`src/rtl/mdc_master_if.sv`:
```
// Handshake bundle between the front end, mdc_master and the MDC core.
// Signal names keep the core-side naming (enb_i, busy_o, ...) seen from the core.
interface mdc_master_if #(
    parameter int DATA_W = 8
);
    logic              req_valid_i;
    logic              req_ready_o;
    logic [DATA_W-1:0] req_x_i;
    logic [DATA_W-1:0] req_y_i;
    logic              enb_i;
    logic [DATA_W-1:0] dtx_i;
    logic [DATA_W-1:0] dty_i;
    logic              busy_o;
    logic [DATA_W-1:0] dt_o;
    logic              rsp_valid_o;
    logic              rsp_ready_i;
    logic [DATA_W-1:0] rsp_dt_o;
    logic              rsp_err_o;

    modport master (
        input  req_valid_i, req_x_i, req_y_i, busy_o, dt_o, rsp_ready_i,
        output req_ready_o, enb_i, dtx_i, dty_i, rsp_valid_o, rsp_dt_o, rsp_err_o
    );

    modport slave (
        output req_valid_i, req_x_i, req_y_i, busy_o, dt_o, rsp_ready_i,
        input  req_ready_o, enb_i, dtx_i, dty_i, rsp_valid_o, rsp_dt_o, rsp_err_o
    );
endinterface

```
`src/rtl/mdc_master.sv`:
```
// Initiator for the MDC (GCD) core: one operand pair in flight, start/done watchdogs.
// Optional macro MDC_MASTER_ZERO_BYPASS_EN answers zero-operand requests without the core.
module mdc_master #(
    parameter int DATA_W     = 8,
    parameter int START_WAIT = 4,
    parameter int TIMEOUT    = 255
) (
    input  logic          clk_i,
    input  logic          rst_i,
    mdc_master_if.master  bus
);
    typedef enum logic [2:0] {
        IDLE      = 3'd0,
        ISSUE     = 3'd1,
        WAIT_BUSY = 3'd2,
        WAIT_DONE = 3'd3,
        RESP      = 3'd4
    } state_t;

    localparam logic [7:0] START_LIM   = 8'(START_WAIT);
    localparam logic [7:0] TIMEOUT_LIM = 8'(TIMEOUT);

    state_t            r_state;
    logic [7:0]        r_cnt;
    logic              r_enb;
    logic [DATA_W-1:0] r_dtx;
    logic [DATA_W-1:0] r_dty;
    logic              r_rsp_valid;
    logic [DATA_W-1:0] r_rsp_dt;
    logic              r_rsp_err;
    logic [7:0]        w_cnt_inc;
    logic              w_req_ready;

    assign w_req_ready     = (r_state == IDLE) && !bus.busy_o && !rst_i;
    assign bus.req_ready_o = w_req_ready;
    assign bus.enb_i       = r_enb;
    assign bus.dtx_i       = r_dtx;
    assign bus.dty_i       = r_dty;
    assign bus.rsp_valid_o = r_rsp_valid;
    assign bus.rsp_dt_o    = r_rsp_dt;
    assign bus.rsp_err_o   = r_rsp_err;

    // Saturating watchdog increment; the FSM leaves before the limit anyway.
    always_comb begin
        w_cnt_inc = r_cnt;
        if (r_cnt != 8'hFF) begin
            w_cnt_inc = r_cnt + 8'd1;
        end else begin
            w_cnt_inc = r_cnt;
        end
    end

    // Transaction FSM with registered core strobe and response outputs.
    always_ff @(posedge clk_i) begin
        if (rst_i) begin
            r_state     <= IDLE;
            r_cnt       <= 8'd0;
            r_enb       <= 1'b0;
            r_dtx       <= {DATA_W{1'b0}};
            r_dty       <= {DATA_W{1'b0}};
            r_rsp_valid <= 1'b0;
            r_rsp_dt    <= {DATA_W{1'b0}};
            r_rsp_err   <= 1'b0;
        end else begin
            case (r_state)
                IDLE: begin
                    r_enb <= 1'b0;
                    if (bus.req_valid_i && w_req_ready) begin
`ifdef MDC_MASTER_ZERO_BYPASS_EN
                        if ((bus.req_x_i == {DATA_W{1'b0}}) || (bus.req_y_i == {DATA_W{1'b0}})) begin
                            r_rsp_dt    <= bus.req_x_i | bus.req_y_i;
                            r_rsp_err   <= 1'b0;
                            r_rsp_valid <= 1'b1;
                            r_state     <= RESP;
                        end else begin
                            r_dtx   <= bus.req_x_i;
                            r_dty   <= bus.req_y_i;
                            r_enb   <= 1'b1;
                            r_state <= ISSUE;
                        end
`else
                        r_dtx   <= bus.req_x_i;
                        r_dty   <= bus.req_y_i;
                        r_enb   <= 1'b1;
                        r_state <= ISSUE;
`endif
                    end else begin
                        r_state <= IDLE;
                    end
                end
                ISSUE: begin
                    r_enb   <= 1'b0;
                    r_cnt   <= 8'd0;
                    r_state <= WAIT_BUSY;
                end
                WAIT_BUSY: begin
                    r_enb <= 1'b0;
                    if (bus.busy_o) begin
                        r_cnt   <= 8'd0;
                        r_state <= WAIT_DONE;
                    end else begin
                        r_cnt <= w_cnt_inc;
                        if (w_cnt_inc >= START_LIM) begin
                            r_rsp_dt    <= {DATA_W{1'b0}};
                            r_rsp_err   <= 1'b1;
                            r_rsp_valid <= 1'b1;
                            r_state     <= RESP;
                        end else begin
                            r_state <= WAIT_BUSY;
                        end
                    end
                end
                WAIT_DONE: begin
                    // dt_o is trusted only in the cycle the core drops busy.
                    if (!bus.busy_o) begin
                        r_rsp_dt    <= bus.dt_o;
                        r_rsp_err   <= 1'b0;
                        r_rsp_valid <= 1'b1;
                        r_state     <= RESP;
                    end else begin
                        r_cnt <= w_cnt_inc;
                        if (w_cnt_inc >= TIMEOUT_LIM) begin
                            r_rsp_dt    <= {DATA_W{1'b0}};
                            r_rsp_err   <= 1'b1;
                            r_rsp_valid <= 1'b1;
                            r_state     <= RESP;
                        end else begin
                            r_state <= WAIT_DONE;
                        end
                    end
                end
                RESP: begin
                    if (bus.rsp_ready_i) begin
                        r_rsp_valid <= 1'b0;
                        r_state     <= IDLE;
                    end else begin
                        r_state <= RESP;
                    end
                end
                default: begin
                    r_state     <= IDLE;
                    r_enb       <= 1'b0;
                    r_rsp_valid <= 1'b0;
                end
            endcase
        end
    end
endmodule

```
`src/flat_wrapper.sv`:
```
// flat-port wrapper written by rule: the top's interface ports become plain ports
module mdc_master_flat 
#(
    parameter int DATA_W     = 8,
    parameter int START_WAIT = 4,
    parameter int TIMEOUT    = 255
)
  (clk_i, rst_i, bus_req_valid_i, bus_req_x_i, bus_req_y_i, bus_busy_o, bus_dt_o, bus_rsp_ready_i, bus_req_ready_o, bus_enb_i, bus_dtx_i, bus_dty_i, bus_rsp_valid_o, bus_rsp_dt_o, bus_rsp_err_o);
  mdc_master_if #(.DATA_W(DATA_W)) bus_i ();
  input  logic clk_i;
  input  logic rst_i;
  input wire logic [$bits(bus_i.req_valid_i)-1:0] bus_req_valid_i;
  input wire logic [$bits(bus_i.req_x_i)-1:0] bus_req_x_i;
  input wire logic [$bits(bus_i.req_y_i)-1:0] bus_req_y_i;
  input wire logic [$bits(bus_i.busy_o)-1:0] bus_busy_o;
  input wire logic [$bits(bus_i.dt_o)-1:0] bus_dt_o;
  input wire logic [$bits(bus_i.rsp_ready_i)-1:0] bus_rsp_ready_i;
  output wire logic [$bits(bus_i.req_ready_o)-1:0] bus_req_ready_o;
  output wire logic [$bits(bus_i.enb_i)-1:0] bus_enb_i;
  output wire logic [$bits(bus_i.dtx_i)-1:0] bus_dtx_i;
  output wire logic [$bits(bus_i.dty_i)-1:0] bus_dty_i;
  output wire logic [$bits(bus_i.rsp_valid_o)-1:0] bus_rsp_valid_o;
  output wire logic [$bits(bus_i.rsp_dt_o)-1:0] bus_rsp_dt_o;
  output wire logic [$bits(bus_i.rsp_err_o)-1:0] bus_rsp_err_o;
  assign bus_i.req_valid_i = bus_req_valid_i;
  assign bus_i.req_x_i = bus_req_x_i;
  assign bus_i.req_y_i = bus_req_y_i;
  assign bus_i.busy_o = bus_busy_o;
  assign bus_i.dt_o = bus_dt_o;
  assign bus_i.rsp_ready_i = bus_rsp_ready_i;
  assign bus_req_ready_o = bus_i.req_ready_o;
  assign bus_enb_i = bus_i.enb_i;
  assign bus_dtx_i = bus_i.dtx_i;
  assign bus_dty_i = bus_i.dty_i;
  assign bus_rsp_valid_o = bus_i.rsp_valid_o;
  assign bus_rsp_dt_o = bus_i.rsp_dt_o;
  assign bus_rsp_err_o = bus_i.rsp_err_o;
  mdc_master #(.DATA_W(DATA_W), .START_WAIT(START_WAIT), .TIMEOUT(TIMEOUT)) u_core (.clk_i(clk_i), .rst_i(rst_i), .bus(bus_i));
endmodule
```
`config.mk`:
```
export PLATFORM = sky130hd
export DESIGN_NAME = mdc_master_flat
export DESIGN_NICKNAME = d
export VERILOG_FILES = /design/src/rtl/mdc_master_if.sv /design/src/rtl/mdc_master.sv /design/src/flat_wrapper.sv
export SDC_FILE = /design/constraint.sdc
export NUM_CORES = 1
export LEC_CHECK = 0
export CORE_ASPECT_RATIO = 0.5
export CORE_MARGIN = 3
export CORE_UTILIZATION = 35
export CTS_CLUSTER_SIZE = 40
export DETAILED_ROUTE_END_ITERATION = 6
export GPL_TIMING_DRIVEN = 0
export MAX_ROUTING_LAYER = met4
export PLACE_DENSITY = 0.63
export SYNTH_ARGS = -nofsm -noshare
export SYNTH_HDL_FRONTEND = slang
export SYNTH_SLANG_ARGS = --single-unit
```
`constraint.sdc`:
```
create_clock -name clk_i -period 3.2 [get_ports clk_i]
set_input_delay 0.48 -clock clk_i [delete_from_list [all_inputs] [get_ports clk_i]]
set_output_delay 0.48 -clock clk_i [all_outputs]
set_load 0.1 [all_outputs]
```
==> results of run 1 <==
-- power by group through the flow --
stage	Combinational, mW	Clock [mW]	Sequential, mW
2_1_floorplan	0.0623	0	0.556
3_5_place_dp	0.189	0	0.500
5_1_grt	0.202	0.520	0.491
3_3_place_gp	0.189	0	0.500
4_1_cts	0.190	0.499	0.489
6_report	0.189	0.488	0.489
-- kinds of logic (layout without fill, tap and decap cells) --
group                      Yosys count  in the layout  share of synthesized area
AOI/OAI and AO/OA                   83             83                     0.2823
buffers and inverters               22             86                    0.05374
adders and majority gates            1              1                   0.006802
and+or+nand+nor                     86             86                     0.2374
muxes                                1              1                   0.006122
DFF                                 38             38                     0.4136
-- worst min-delay path, stage by stage (launching register included) --
cell and delay [ps]:
dfxtp_1 310, nand2_1 50, a21oi_1 50
-- worst paths after layout --
| kind | startpoint | end | slack [ps] | depth (start not counted) |
|---|---|---|---|---|
| worst min register to register | u_core.bus.dty_i[5] | u_core.bus.dty_i[5] | 460 | 2 |
| worst max register to register | u_core.r_cnt[0] | u_core.bus.rsp_dt_o[7] | 610 | 7 |
| worst min-delay path | u_core.bus.dty_i[5] | u_core.bus.dty_i[5] | 460 | 2 |
| worst max-delay path | bus_busy_o | bus_req_ready_o | 90 | 3 |
-- cells in the mapped netlist (3+ instances only) --
master    instances  area share
o21ai_0           6       0.016
o31ai_1           4       0.016
nor3_1            7       0.019
inv_1             4      0.0082
buf_2             4       0.011
nand3_1           6       0.016
a31oi_1           4       0.014
nand2_1          41       0.084
a21oi_1          46        0.13
dfxtp_1          38        0.41
nor2_1            8       0.016
clkbuf_1         11       0.022
a211oi_1         12       0.049
and3_1            3       0.010
-- layout make-up --
class | instances | area (µm²)
buffer | 18 | 83.83
clock buffer | 5 | 68.82
clock inverter | 3 | 68.82
fill | 470 | 2087
inverter | 4 | 15.01
multi-input combinational | 171 | 994.7
sequential | 38 | 760.7
tap | 66 | 82.58
timing repair buffer | 56 | 560.5
-- cells in the final DEF, fill, tap and decap left out, types with 5 or more instances in the layout --
cell type	n
nand3_1	6
dfxtp_1	38
nand2_1	41
clkdlybuf4s50_1	56
clkbuf_1	11
nor3_1	7
a211oi_1	12
a21oi_1	46
o21ai_0	6
clkbuf_8	5
nor2_1	8
-- metrics by stage --
step	util	total power [mW]	hold WS (ps)	cell area, µm²	cells
after floorplan	-	0.6185	482.2	1854	231
after global placement	0.5289	0.6890	442.0	2497	353
after detailed placement	0.5289	0.6896	446.5	2497	353
after CTS	0.5580	1.179	457.7	2635	361
after global routing	0.5580	1.213	468.2	2635	361
final	0.5580	1.166	456.9	2635	361
-- per-layer routing --
layer / wire length, µm / vias to the layer above / track usage
met5: 0 / - / -
met4: 16 / 0 / 0.04856
met3: 228 / 3 / 0.04859
met2: 2373 / 44 / 0.2713
met1: 2391 / 879 / 0.2250
li1: - / 964 / -
-- sequential cells by signal (all words and copies together), names as in the netlist --
name and cells:
u_core.bus.dtx_i 8, u_core.bus.dty_i 8, u_core.bus.enb_i 1, u_core.bus.rsp_dt_o 8, u_core.bus.rsp_err_o 1, u_core.bus.rsp_valid_o 1, u_core.r_cnt 8, u_core.r_state 3
==> results.py, run 1 <==
metrics = {
    "status": {
        "status": "finished clean",
    },
    "sta": {
        "fin_ws_ps": 87.93,
        "max_freq_mhz": 321.3,
        "rsz0062_at_grt": "no",
        "final_max_slew_viol_count": 0,
        "slew_headroom": 0.3394,
        "tns_ps": 0,
        "finalCritPeriodShare": 0.9725,
        "finalHoldViolations": 0,
        "setup_viol": 0,
        "fin_crit_ps": 3112,
        "skew_ps": 6.144,
        "max_slew.worst_pin.slew_ps": 987.8,
    },
    "synthesis": {
        "syn_area_mm2": 0.001839,
        "ys_seq_area_frac": 0.4136,
        "ys_types": 47,
        "ys_ff_latch": 38,
        "synth_edf_count": 0,
        "synth_cells": 231,
        "synth.avg_cell_area_um2": 7.962,
        "yosys_warnings": 0,
        "synth_nets": 261,
        "yosys_most_used_dff": "dfxtp_1",
        "async_reset_ff_frac": 0,
    },
    "cts": {
        "clk_pin_slew_ps": 80,
        "cts_root_buf": "clkbuf_8",
        "clock_latency_ps": 290,
        "cts_sinks": 38,
        "cts_setup_buffers": 0,
        "h-tree-depth": 2,
        "ctsResizeCount": 0,
        "cts_hold_buf": 0,
        "cts_made_buffers": 5,
        "cts_tree": "yes",
        "clk_path_buf_depth": 2,
    },
    "grt": {
        "first_global_vias": 1759,
        "grt_pass1_wl_um": 8411,
        "grt_max_degree": 14,
        "overflow": 0,
        "grt.total_usage": 0.1751,
        "antenna_found_initial": 0,
    },
    "floorplan": {
        "die_height_um": 57.26,
        "dieWidth_um": 108.5,
        "core_area_mm2": 0.004722,
        "initial_core_util": 0.3895,
        "rows": 17,
        "ios": 57,
        "die-area_mm2": 0.006214,
    },
    "placement": {
        "dp_slack_ps": 76.85,
        "io_buffers": 56,
        "globalplace.congestion": 0.8621,
        "hpwl_um": 3678,
    },
    "routing": {
        "antenna_left": 0,
        "via_count": 1890,
        "drc": 0,
        "drt_iter0_drc": 80,
        "drt_pass1_iterations": 4,
        "vias_per_cell": 5.235,
        "avgRoutedWirePerCell_um": 13.88,
        "wl_um": 5010,
    },
    "power_and_ir_drop": {
        "seqPwrFrac": 0.420,
        "ir_worst_vdd_mv": 0.2006,
        "combinationalPowerShare": 0.162,
        "cellPowerDensity_mw_per_mm2": 442.7,
        "internal_power_mw": 0.8619,
        "switching_power_mw": 0.3045,
        "power.leakage_nw": 0.8656,
        "clkPwrFrac": 0.418,
        "switching_share": 0.2611,
    },
    "setup_path": {
        "required_ps": 2720,
        "critPathCaptureType": "output pin",
        "crit_chain": "clkdlybuf4s50_1 -> nor4_4 -> clkdlybuf4s50_1",
        "crit_buf_inv": 2,
        "crit_top_cell": "clkdlybuf4s50_1",
        "cp_slowest_stage_delay_ps": 1180,
        "cp_max_fo": 7,
        "startpoint_type": "input port",
        "cp.arrival_ps": 2630,
        "crit_family": "buffers and inverters",
        "slowest_stage": "clkdlybuf4s50_1",
        "worst-setup-path-type": "in -> out",
    },
    "layout": {
        "nets": 324,
        "final_layout_size_suffix_gt1_frac": 0.08814,
        "area_delta_synth_final_pct": 43.27,
        "n_antenna_cell": 0,
    },
    "run": {
        "drv_cap": 0,
    },
    "worst_hold_path": {
        "min-delay-path-class": "reg -> reg",
    },
}
Note: power is estimated with default switching activity, not from simulation.
==> run 2: changes to the inputs <==
Settings changed: PLACE_DENSITY 0.63 to not set.
==> run 2 against run 1 <==
Against the previous run: first-iteration DRC count is 18% lower; register-to-register slack gained 60 ps; setup slack got worse by 11 ps; combinational power about the same; worst hold slack worse by 3.5 ps.
==> results.py, run 2 (synthesis results as in run 1) <==
metrics = {
    "sta": {
        "final_max_slew_viol_count": 0,
        "fin_crit_ps": 3123,
        "setup_viol": 0,
        "max_slew.worst_pin.slew_ps": 998.7,
        "max_freq_mhz": 320.2,
        "finalCritPeriodShare": 0.9760,
        "slew_headroom": 0.3321,
        "skew_ps": 3.658,
        "rsz0062_at_grt": "no",
        "finalHoldViolations": 0,
        "tns_ps": 0,
    },
    "floorplan": {
        "initial_core_util": 0.3895,
        "die-area_mm2": 0.006214,
        "core_area_mm2": 0.004722,
        "rows": 17,
        "die_height_um": 57.26,
        "ios": 57,
        "dieWidth_um": 108.5,
    },
    "cts": {
        "cts_tree": "yes",
        "clock_latency_ps": 290,
        "cts_setup_buffers": 0,
        "clk_pin_slew_ps": 70,
        "h-tree-depth": 2,
        "clk_path_buf_depth": 2,
        "cts_sinks": 38,
        "cts_root_buf": "clkbuf_8",
        "cts_made_buffers": 5,
        "cts_hold_buf": 0,
        "ctsResizeCount": 0,
    },
    "layout": {
        "finalInstanceArea_mm2": 0.002610,
        "nets": 324,
        "layout_commonest_cell": "clkdlybuf4s50_1",
        "layout.cells.non_filler": 360,
        "n_antenna_cell": 0,
        "area_delta_synth_final_pct": 41.90,
        "final_cell_mix": "clkdlybuf4s50_1 (56), a21oi_1 (46), nand2_1 (41), dfxtp_1 (38), a211oi_1 (12)",
        "final_layout_size_suffix_gt1_frac": 0.08503,
        "final_util": 0.5527,
    },
    "setup_path": {
        "cp_slowest_stage_delay_ps": 1180,
        "crit_chain": "clkdlybuf4s50_1 -> nor4_4 -> clkdlybuf4s50_1",
        "critPathCaptureType": "output pin",
        "required_ps": 2720,
        "startpoint_type": "input port",
        "cp_max_fo": 7,
        "r2r_cells": 7,
        "cp.arrival_ps": 2640,
        "crit_top_cell": "clkdlybuf4s50_1",
        "slowest_stage": "clkdlybuf4s50_1",
        "worst-setup-path-type": "in -> out",
    },
    "power_and_ir_drop": {
        "cellPowerDensity_mw_per_mm2": 420.2,
        "ir_worst_vdd_mv": 0.1985,
        "total_power_mw": 1.097,
        "power.leakage_nw": 0.8545,
    },
    "routing": {
        "drt_pass1_iterations": 4,
        "avgRoutedWirePerCell_um": 14.22,
        "vias_per_cell": 5.256,
        "via_count": 1892,
        "wl_um": 5118,
        "drt_iter0_drc": 66,
        "drc": 0,
        "antenna_left": 0,
    },
    "grt": {
        "grt_max_degree": 12,
        "overflow": 0,
        "antenna_found_initial": 0,
        "first_global_vias": 1790,
        "grt.total_usage": 0.1749,
        "grt_pass1_wl_um": 8369,
    },
    "worst_hold_path": {
        "min-delay-path-class": "reg -> reg",
        "holdPathStages": 2,
    },
    "run": {
        "drv_cap": 0,
    },
    "placement": {
        "placed_cell_area_mm2": 0.002497,
        "dp_cells": 353,
        "io_buffers": 56,
        "hpwl_um": 3747,
        "globalplace.congestion": 0.9051,
    },
    "status": {
        "status": "finished clean",
    },
}
-- run 2: cell types whose count changed in the layout (fill, tap and decap cells not counted), sizes merged --
| cell | delta |
|---|---|
| bufinv | -1 |
| clkbuf | +1 |
| clkinv | -1 |
-- run 2: per-stage QoR --
stage	setup slack, ps	hold WS (ps)
after global routing	4.086	477.4
after CTS	56.45	458.4
after global placement	61.63	441.9
after floorplan	506.9	482.2
final	76.68	453.4
after detailed placement	64.31	447.5
-- run 2: worst paths after layout --
check                 startpoint             endpoint  slack, ps
min          u_core.bus.dty_i[2]  u_core.bus.dty_i[2]        450
max                   bus_busy_o      bus_req_ready_o         80
max reg2reg      u_core.r_cnt[0]    u_core.r_state[1]        670
min reg2reg  u_core.bus.dty_i[2]  u_core.bus.dty_i[2]        450
-- run 2: cell type report --
class,count,area [µm²]
Clock buffer,6,82.58
Timing Repair Buffer,56,560.5
Buffer,18,83.83
Sequential cell,38,760.7
Multi-Input combinational cell,171,994.7
Clock inverter,1,30.03
Inverter,4,15.01
Tap cell,66,82.58
Fill cell,451,2112
-- run 2: power breakdown --
part | leakage (nW) | switching (mW) | internal, mW
sequential | 0.307 | 0.00660 | 0.483
clock | 0.0573 | 0.167 | 0.249
combinational | 0.490 | 0.124 | 0.0669
total | 0.855 | 0.297 | 0.799
-- run 2: critical path, delay by kind of cell --
family / cells / cell delay, ps
AND/OR/NAND/NOR: 1 / 370
buffers and inverters: 2 / 1790
-- run 2: metal layers --
metal / vias up / GRT usage / wire, µm
met5: - / - / 0
met4: 0 / 0.04496 / 40
met3: 5 / 0.05876 / 330
met2: 44 / 0.2625 / 2278
met1: 884 / 0.2263 / 2468
li1: 959 / - / -
==> run 3: changes to the inputs <==
Settings changed: PLACE_DENSITY set to 0.65, SLEW_MARGIN set to 20.
Clock period 3.2 ns to 2.8 ns, I/O delays scaled along.
==> run 3 against run 2 <==
Against the previous run: total power up 22%; die area stayed put; clock power rose by 36%; final cell count up 0.28%; register-to-register slack got worse by 420 ps; clock-buffer cell count down 1; non-clock buffer count unchanged; first-iteration DRC count stayed put; wire length rose by 1.9%; flip-flop and latch count unchanged; largest cell class unchanged.
==> results.py, run 3 (synthesis results as in run 1) <==
metrics = {
    "setup_path": {
        "slowest_stage": "dlygate4sd2_1",
        "required_ps": 2380,
        "worst-setup-path-type": "in -> out",
        "startpoint_type": "input port",
        "cp.arrival_ps": 2290,
        "crit_buf_inv": 2,
        "cp_slowest_stage_delay_ps": 890,
        "critPathCaptureType": "output pin",
        "cp_max_fo": 7,
        "crit_chain": "clkdlybuf4s50_1 -> nor4_4 -> dlygate4sd2_1",
        "crit_family": "buffers and inverters",
    },
    "routing": {
        "drc": 0,
        "avgRoutedWirePerCell_um": 14.44,
        "via_count": 1906,
        "antenna_left": 0,
        "wl_um": 5213,
        "vias_per_cell": 5.280,
        "drt_pass1_iterations": 4,
        "drt_iter0_drc": 66,
    },
    "layout": {
        "nets": 324,
        "final_cell_mix": "clkdlybuf4s50_1 (55), a21oi_1 (46), nand2_1 (41), dfxtp_1 (38), a211oi_1 (12)",
        "final_layout_size_suffix_gt1_frac": 0.08814,
        "layout_commonest_cell": "clkdlybuf4s50_1",
        "area_delta_synth_final_pct": 43.20,
        "n_antenna_cell": 0,
    },
    "run": {
        "drv_cap": 0,
    },
    "sta": {
        "finalCritPeriodShare": 0.9687,
        "max_slew.worst_pin.slew_ps": 987.7,
        "fin_ws_ps": 87.55,
        "skew_ps": 6.916,
        "slew_headroom": 0.3395,
        "setup_viol": 0,
        "rsz0062_at_grt": "no",
        "finalHoldViolations": 0,
        "max_freq_mhz": 368.7,
        "hold-worst-slack_ps": 456.3,
        "final_max_slew_viol_count": 0,
        "fin_crit_ps": 2712,
    },
    "cts": {
        "h-tree-depth": 2,
        "cts_sinks": 38,
        "cts_root_buf": "clkbuf_8",
        "cts_made_buffers": 5,
        "clk_path_buf_depth": 2,
        "cts_tree": "yes",
        "clk_pin_slew_ps": 80,
        "cts_setup_buffers": 0,
        "clock_latency_ps": 290,
    },
    "placement": {
        "globalplace.congestion": 0.8566,
        "io_buffers": 56,
        "hpwl_um": 3846,
        "dp_slack_ps": -207.9,
    },
    "grt": {
        "grt.total_usage": 0.1812,
        "overflow": 0,
        "grt_max_degree": 14,
        "antenna_found_initial": 0,
        "first_global_vias": 1840,
        "grt_pass1_wl_um": 8825,
    },
    "floorplan": {
        "core_area_mm2": 0.004722,
        "ios": 57,
        "rows": 17,
        "initial_core_util": 0.3895,
        "die-area_mm2": 0.006214,
        "dieWidth_um": 108.5,
        "die_height_um": 57.26,
    },
    "status": {
        "status": "finished clean",
    },
    "power_and_ir_drop": {
        "ir_worst_vdd_mv": 0.2918,
        "power.leakage_nw": 0.8691,
        "cellPowerDensity_mw_per_mm2": 509.1,
    },
    "worst_hold_path": {
        "min-delay-path-class": "reg -> reg",
    },
}
==> run 3: cell types whose count changed in the layout (fill, tap and decap cells not counted) <==
cell | previous run | this run
dlygate4sd2_1 | 0 | 1
clkdlybuf4s50_1 | 56 | 55
clkinv_4 | 0 | 1
bufinv_16 | 1 | 2
clkbuf_8 | 6 | 5
==> run 3: worst paths after layout <==
path	start	end	slack (ps)	cells after the start
worst max-delay path	bus_busy_o	bus_req_ready_o	90	3
worst min-delay path	u_core.bus.dtx_i[7]	u_core.bus.dtx_i[7]	460	2
worst max register to register	u_core.r_cnt[0]	u_core.bus.rsp_dt_o[1]	250	7
worst min register to register	u_core.bus.dtx_i[7]	u_core.bus.dtx_i[7]	460	2
==> run 3: where the power goes <==
part	internal (mW)	switching (mW)	leakage, nW
Combinational	0.0757	0.141	0.493
Sequential	0.552	0.00776	0.307
Clock	0.357	0.207	0.0683
Total	0.985	0.356	0.869
==> run 3: worst register-to-register path, cell delays in order, from the launching register on <==
cell and delay, ps:
dfxtp_1 360, ha_1 300, nand2_1 150, a41oi_1 60, or4_4 560, or3_4 360
a211oi_4 460, a211oi_1 150
==> run 3: layer usage <==
layer  track usage  part of all wire  vias to the layer above
li1              -                 -                      957
met1        0.2329              0.47                      889
met2        0.2897              0.47                       58
met3       0.04294             0.049                        2
met4       0.04317            0.0042                        0
met5             -                 0                        -
==> run 3: final cells by class <==
| cell class | count | area [µm²] |
|---|---|---|
| plain buffers | 18 | 83.83 |
| clock buffers | 5 | 68.82 |
| clock inverters | 3 | 68.82 |
| fillers | 481 | 2088 |
| inverters | 4 | 15.01 |
| multi-input cells | 171 | 994.7 |
| flip-flops and latches | 38 | 760.7 |
| well taps | 66 | 82.58 |
| repair buffers | 56 | 559.3 |
==> run 3: timing repair <==
item                       in CTS  in global routing
setup endpoints to repair       1                  0
hold buffers                    0                  0
resized for setup               1                  0
==> run 3: metrics by stage <==
stage	cell area (µm²)	total power [mW]	util	cells	setup TNS, ps
after floorplan	1854	0.7068	-	231	0
after global placement	2497	0.7875	0.5289	353	-203.5
after detailed placement	2497	0.7893	0.5289	353	-207.9
after CTS	2634	1.355	0.5578	361	0
after global routing	2634	1.391	0.5578	361	0
final	2634	1.341	0.5578	361	0
